[src/rtl/stream_index_generator.sv]
// stream_index_generator
// Front end for a memory read port. A start pulse launches a strided
// sequence of read indices toward the memory; returned words are buffered
// in a small circular FIFO and forwarded in order to the consumer. A credit
// counter caps the number of indices that have been issued but not yet
// forwarded, which also bounds FIFO occupancy.
//
// Links are flattened req/ack/data triples. A transfer happens on any edge
// where req and ack are both high.

module stream_index_generator #(
    parameter int TIA_WORD_WIDTH  = 32,
    parameter int MAX_OUTSTANDING = 4
) (
    input  logic                      clock,
    input  logic                      reset,
    input  logic                      enable,
    input  logic                      start,
    input  logic [TIA_WORD_WIDTH-1:0] base,
    input  logic [TIA_WORD_WIDTH-1:0] stride,
    input  logic [TIA_WORD_WIDTH-1:0] count,

    output logic                      index_output_link_req,
    input  logic                      index_output_link_ack,
    output logic [TIA_WORD_WIDTH-1:0] index_output_link_data,

    input  logic                      data_input_link_req,
    output logic                      data_input_link_ack,
    input  logic [TIA_WORD_WIDTH-1:0] data_input_link_data,

    output logic                      data_output_link_req,
    input  logic                      data_output_link_ack,
    output logic [TIA_WORD_WIDTH-1:0] data_output_link_data,

    output logic                      busy,
    output logic                      done,
    output logic                      quiescent
);

    localparam int W     = TIA_WORD_WIDTH;
    localparam int PTR_W = $clog2(MAX_OUTSTANDING);
    localparam int OUT_W = PTR_W + 1;

    localparam logic [OUT_W-1:0] MAX_OUT = OUT_W'(MAX_OUTSTANDING);

    typedef enum logic [1:0] {
        IDLE  = 2'd0,
        ISSUE = 2'd1,
        DRAIN = 2'd2,
        DONE  = 2'd3
    } state_t;

    // Sequencer state
    state_t             state_q, state_d;
    logic [W-1:0]       next_index_q, next_index_d;
    logic [W-1:0]       stride_q, stride_d;
    logic [W-1:0]       count_q, count_d;
    logic [W-1:0]       issued_q, issued_d;
    logic [W-1:0]       forwarded_q, forwarded_d;
    logic [OUT_W-1:0]   outstanding_q, outstanding_d;
    logic               quiescent_q, quiescent_d;

    // Data FIFO state
    logic [W-1:0]       fifo_mem_q [MAX_OUTSTANDING];
    logic [PTR_W-1:0]   wr_ptr_q, wr_ptr_d;
    logic [PTR_W-1:0]   rd_ptr_q, rd_ptr_d;
    logic [OUT_W-1:0]   fill_q, fill_d;

    // Handshake helpers
    logic               active;
    logic               fifo_full;
    logic               fifo_empty;
    logic               idx_xfer;
    logic               push;
    logic               pop;
    logic               job_active;
    logic               job_pop;

    // Link handshakes; everything is forced low while disabled or in reset
    always_comb begin
        active     = enable && reset;
        fifo_full  = (fill_q == MAX_OUT);
        fifo_empty = (fill_q == '0);
        job_active = (state_q == ISSUE) || (state_q == DRAIN);

        index_output_link_req  = active && (state_q == ISSUE) &&
                                 (issued_q < count_q) &&
                                 (outstanding_q < MAX_OUT);
        index_output_link_data = next_index_q;

        data_input_link_ack    = active && !fifo_full;

        data_output_link_req   = active && !fifo_empty;
        data_output_link_data  = fifo_mem_q[rd_ptr_q];

        idx_xfer = index_output_link_req && index_output_link_ack;
        push     = data_input_link_req && data_input_link_ack;
        pop      = data_output_link_req && data_output_link_ack;
        // Words popped outside a job are strays and do not count toward it
        job_pop  = pop && job_active;
    end

    // Status outputs decoded from the registered state
    always_comb begin
        busy      = (state_q == ISSUE) || (state_q == DRAIN);
        done      = (state_q == DONE);
        quiescent = quiescent_q;
    end

    // FIFO pointer and fill bookkeeping; depth is a power of two so pointers wrap naturally
    always_comb begin
        wr_ptr_d = wr_ptr_q;
        rd_ptr_d = rd_ptr_q;
        fill_d   = fill_q;
        if (push) begin
            wr_ptr_d = wr_ptr_q + PTR_W'(1);
        end
        if (pop) begin
            rd_ptr_d = rd_ptr_q + PTR_W'(1);
        end
        case ({push, pop})
            2'b10:   fill_d = fill_q + OUT_W'(1);
            2'b01:   fill_d = fill_q - OUT_W'(1);
            default: fill_d = fill_q;
        endcase
    end

    // Sequencer next-state, counters and credit tracking; frozen while disabled
    always_comb begin
        state_d       = state_q;
        next_index_d  = next_index_q;
        stride_d      = stride_q;
        count_d       = count_q;
        issued_d      = issued_q;
        forwarded_d   = forwarded_q;
        outstanding_d = outstanding_q;

        if (enable) begin
            case (state_q)
                IDLE: begin
                    if (start) begin
                        next_index_d  = base;
                        stride_d      = stride;
                        count_d       = count;
                        issued_d      = '0;
                        forwarded_d   = '0;
                        outstanding_d = '0;
                        state_d       = (count != '0) ? ISSUE : DONE;
                    end
                end

                ISSUE, DRAIN: begin
                    if (idx_xfer) begin
                        next_index_d = next_index_q + stride_q;
                        issued_d     = issued_q + W'(1);
                    end
                    if (job_pop) begin
                        forwarded_d = forwarded_q + W'(1);
                    end
                    case ({idx_xfer, job_pop})
                        2'b10:   outstanding_d = outstanding_q + OUT_W'(1);
                        2'b01:   outstanding_d = outstanding_q - OUT_W'(1);
                        default: outstanding_d = outstanding_q;
                    endcase

                    if (state_q == ISSUE) begin
                        if (issued_d == count_q) begin
                            state_d = (forwarded_d == count_q) ? DONE : DRAIN;
                        end
                    end else begin
                        if (forwarded_d == count_q) begin
                            state_d = DONE;
                        end
                    end
                end

                DONE: begin
                    state_d = IDLE;
                end

                default: begin
                    state_d = IDLE;
                end
            endcase
        end
    end

    // Quiescence looks at where the machine lands this edge so it tracks the current cycle
    always_comb begin
        quiescent_d = quiescent_q;
        if (enable) begin
            quiescent_d = (state_d == IDLE) && (fill_d == '0);
        end
    end

    // Control and counter registers with asynchronous active-low clear
    always_ff @(posedge clock or negedge reset) begin
        if (!reset) begin
            state_q       <= IDLE;
            next_index_q  <= '0;
            stride_q      <= '0;
            count_q       <= '0;
            issued_q      <= '0;
            forwarded_q   <= '0;
            outstanding_q <= '0;
            quiescent_q   <= 1'b0;
            wr_ptr_q      <= '0;
            rd_ptr_q      <= '0;
            fill_q        <= '0;
        end else begin
            state_q       <= state_d;
            next_index_q  <= next_index_d;
            stride_q      <= stride_d;
            count_q       <= count_d;
            issued_q      <= issued_d;
            forwarded_q   <= forwarded_d;
            outstanding_q <= outstanding_d;
            quiescent_q   <= quiescent_d;
            wr_ptr_q      <= wr_ptr_d;
            rd_ptr_q      <= rd_ptr_d;
            fill_q        <= fill_d;
        end
    end

    // FIFO storage; contents are meaningless once the pointers are cleared, so no reset
    always_ff @(posedge clock) begin
        if (push) begin
            fifo_mem_q[wr_ptr_q] <= data_input_link_data;
        end
    end

    // The credit limit must keep the FIFO from ever being pushed while full
    a_no_fifo_overflow: assert property (@(posedge clock) disable iff (!reset)
        !(push && fifo_full));

    // In-flight indices never exceed the credit limit
    a_credit_bound: assert property (@(posedge clock) disable iff (!reset)
        outstanding_q <= MAX_OUT);

endmodule

[config.mk]
export PLATFORM = sky130hd
export DESIGN_NAME = stream_index_generator
export DESIGN_NICKNAME = d
export VERILOG_FILES = /design/src/rtl/stream_index_generator.sv
export SDC_FILE = /design/constraint.sdc
export NUM_CORES = 1
export LEC_CHECK = 0
export BUFFER_PORTS_ARGS = -buffer_cell sky130_fd_sc_hd__clkbuf_2
export CORE_MARGIN = 2
export CORE_UTILIZATION = 43
export DETAILED_ROUTE_END_ITERATION = 8
export HOLD_SLACK_MARGIN = 0.03
export SLEW_MARGIN = 30
export SYNTH_ARGS = -nofsm -noshare
export SYNTH_HDL_FRONTEND = slang
export SYNTH_SLANG_ARGS = --single-unit
[constraint.sdc]
create_clock -name clock -period 7.8 [get_ports clock]
set_clock_uncertainty 0.15 [all_clocks]
set_input_delay 1.56 -clock clock [delete_from_list [all_inputs] [get_ports clock]]
set_output_delay 1.56 -clock clock [all_outputs]
set_load 0.005 [all_outputs]
==> results.md <==
| Metric | Value |
|---|---|
| Worst slack after detailed placement | 1.87 ns |
| Sequential cell area fraction in the yosys report | 0.473 |
| Die area | 41800 sq um |
| GR Overflow Total | 0 |
| Total standard cell area after synthesis | 17300 sq um |
| Max-slew headroom at the worst pin | 0.391 |
| Status | finished clean |
| Type of the worst min-delay path | reg2reg |
| Number of instances in the synthesized netlist | 1617 |
| # DRC | 0 |
| Library cells used by synthesis | 82 |
| Max Slew Vio Count | 0 |
| Core box area | 39700 sq um |
| Power Density | 332 nW/um^2 |
| Die X | 204 microns |
| Top achievable clock speed | 186 MHz |
| Drt initial violations | 974 |
| Warnings from Yosys | 0 |
| Leading register cell type out of synthesis | dfrtp_1 |
| Cell area after layout | 19900 sq um |
| Root Buffer Master | clkbuf_16 |
| FF+latch count, synth | 301 |
| Count of cells along the worst hold path | 1 |
| Net count of the finished layout | 2002 |
| Worst-case register-to-register setup slack | 2.61 ns |
| Hold buffer count at CTS | 0 |
| Number of filler instances in the final layout | 3649 |
| Num Clock Sinks | 301 |
| Maximum number of buffers from clock root to sink | 3 |
| Final Hold Fails | 0 |
| Final critical-path required period | 5.39 ns |
| Post-CTS setup buffer count | 0 |
| Clock-pin slew reported for the worst setup and hold paths after clock tree synthesis | 0.06 ns |
| Least setup slack across all paths after layout | 2.41 ns |
| Post-placement cell area | 18800 sq um |
| Quantity of I/O buffers inserted on ports | 204 |
| Critical hold path startpoint | stride_q[28] |
| Aggregate routed wire length | 48200 microns |
| Initial standard-cell utilization of the core | 0.435 |
| Endpoint of the worst-slack reg-to-reg timing path | quiescent |
| Largest driver fanout on the critical path | 75 |
| EDFF count, synth | 128 |
| Syn_nets | 1827 |
| Post-CTS Resized | 0 |
| Mean instance size in the synthesized netlist | 10.7 sq um |
| Layout Area Growth over Synthesis | 15.2% |
| Share of flip-flops with an asynchronous set or reset | 0.575 |
| Type of the setup path with the least slack | in2reg |
| Static power due to leakage | 8.28 nW |
| Routed via count | 13500 |
| Arrival time of the worst setup path | 5.65 ns |
| Cts bufs inserted | 35 |
| Sort of element at the end of the critical path | register |
| Overall Power | 6.60 mW |
| Vias per cell | 5.78 |
| Maximum number of pins on one net before global-route repair | 76 |
| Share of cells above drive strength 1 | 0.221 |
| Mean routed wirelength per cell | 20.6 microns |
| Wire length of the first global-routing pass | 76000 microns |
| Final standard cell utilization of the core | 0.501 |
| Level count of the clock H-tree | 2 |
| Detailed-routing iteration count for the pre-antenna-repair pass | 5 |
| Total of endpoints with negative setup slack in the final report | 0 |
| Top Ports | 205 |
| Max-cap violations | 0 |
| Detail Placement HPWL | 34300 microns |
| Worst Setup Start Kind | input pin |
| Crit share post-route | 0.691 |
| Worst reg2reg path depth | 14 |
| Data required time of the critical path | 8.07 ns |
| CTS tree | built |
| Die Span Y | 204 microns |
| Ant. Diodes | 0 |
| Post-DRT Antenna Nets | 0 |
| Critical register-to-register path startpoint | count_q[13] |
| Via count of the first global-routing pass | 13400 |
| Routability Congestion | 0.892 |
| Final setup TNS | 0 ns |
| Slew at the pin with the worst max-slew slack | 0.914 ns |
| Floorplan row count | 73 |
| RSZ-0062 raised after global routing | false |
| GRT Overall Usage | 0.234 |
| Maximum VDD drop | 199 uV |
| Clk Latency, worst-skew pair | 0.55 ns |
| Terminating pin of the worst hold path | stride_q[28] |
| Number of antenna violations at the first check in global routing | 3 |
[sequential cells by signal, indices dropped and copies added, names as in the netlist]
name and cells:
rd_ptr_q 2, issued_q 32, stride_q 32, quiescent 1, fill_q 3, forwarded_q 32, outstanding_q 3, fifo_mem_q 128
state_q 2, wr_ptr_q 2, index_output_link_data 32, count_q 32
[report_power, final]
part / total [mW] / leakage (nW) / internal, mW / switching [mW]
clock network: 1.58 / 0.528 / 0.905 / 0.671
registers: 2.31 / 3.35 / 1.95 / 0.362
logic: 2.71 / 4.41 / 1.24 / 1.46
[kinds of logic after synthesis]
kind of cell | after synthesis | synth area share
AO/OA/AOI/OAI | 396 | 0.146
flip-flops | 301 | 0.473
AND/OR/NAND/NOR | 461 | 0.136
buffers and inverters | 153 | 0.0350
multiplexers | 121 | 0.0981
XOR/XNOR | 110 | 0.0558
adder cells (fa/ha/maj) | 75 | 0.0556
[placed cells by master, fill, tap and decap left out, drive strengths merged, types with 7 or more instances in the layout]
cell and count:
xnor2 71, mux4 32, dfrtp 173, a21o 22, o31ai 24, mux2i 23, nor2b 8, a31oi 22
a21oi 86, a22o 7, o211ai 7, clkinv 16, nor4 16, edfxtp 128, o41ai 9, xor2 39
ha 72, buf 17, mux2 66, or4 9, and4 14, and3 22, inv 72, a211oi 8
o21a 9, nor2 76, nand4 38, clkbuf 244, nand2b 19, o21ai 140, nand3 45, nand2 145
and2 10, nor3 40
[critical path, stage by stage]
cell       delay, ns
clkbuf_8        0.48
nand2_1         0.24
nor3_2          0.20
o211ai_1        0.38
nor4_2          0.66
nand4_1         0.25
mux2i_1         0.28
o2111ai_1       0.14
or4_4           0.54
o311a_1         0.38
o31ai_2         0.34
o41ai_2         0.13
[synthesized netlist by cell type, drive strengths merged, types with 40 or more instances]
master,number,share of area
inv,70,0.015
nand2,145,0.032
clkbuf,66,0.015
a21oi,86,0.025
o21ai,140,0.041
ha,72,0.052
nor2,76,0.017
dfrtp,173,0.25
xnor2,71,0.036
nor3,40,0.012
mux2,66,0.043
nand3,45,0.013
edfxtp,128,0.22
[final cells by class]
class                           count  area [sq um]  area share
Multi-Input combinational cell   1163          8550       0.430
Sequential cell                   301          8170       0.411
Timing Repair Buffer              221          1160      0.0582
Clock buffer                       40           905      0.0455
Tap cell                          525           657      0.0330
Inverter                           70           263      0.0132
Clock inverter                     20           188     0.00943
[metrics by stage]
stage,instances,hold slack [ns]
final,2340,0.362
after global routing,2340,0.378
after CTS,2340,0.366
after detailed placement,2280,0.352
after global placement,2280,0.341
after floorplan,1617,0.325
[per-layer routing]
| layer | global-route usage | routed length [microns] | part of all wire | vias to the layer above |
|---|---|---|---|---|
| li1 | - | - | - | 6406 |
| met1 | 0.328 | 21600 | 0.45 | 6597 |
| met2 | 0.365 | 22000 | 0.46 | 446 |
| met3 | 0.0512 | 3350 | 0.069 | 77 |
| met4 | 0.0673 | 1200 | 0.025 | 4 |
| met5 | 0 | 28 | 0.00058 | - |
[worst max-delay path by stage]
stage | slack [ns] | end | from | cells after the start
3_5_place_dp | 1.87 | quiescent | reset | 12
5_1_grt | 2.07 | quiescent | reset | 12
6_report | 2.41 | quiescent | reset | 12
2_1_floorplan | 3.14 | quiescent | enable | 13
4_1_cts | 2.46 | quiescent | reset | 12
3_3_place_gp | 2.09 | quiescent | reset | 13
No activity file was read; power rests on OpenSTA's default activity.
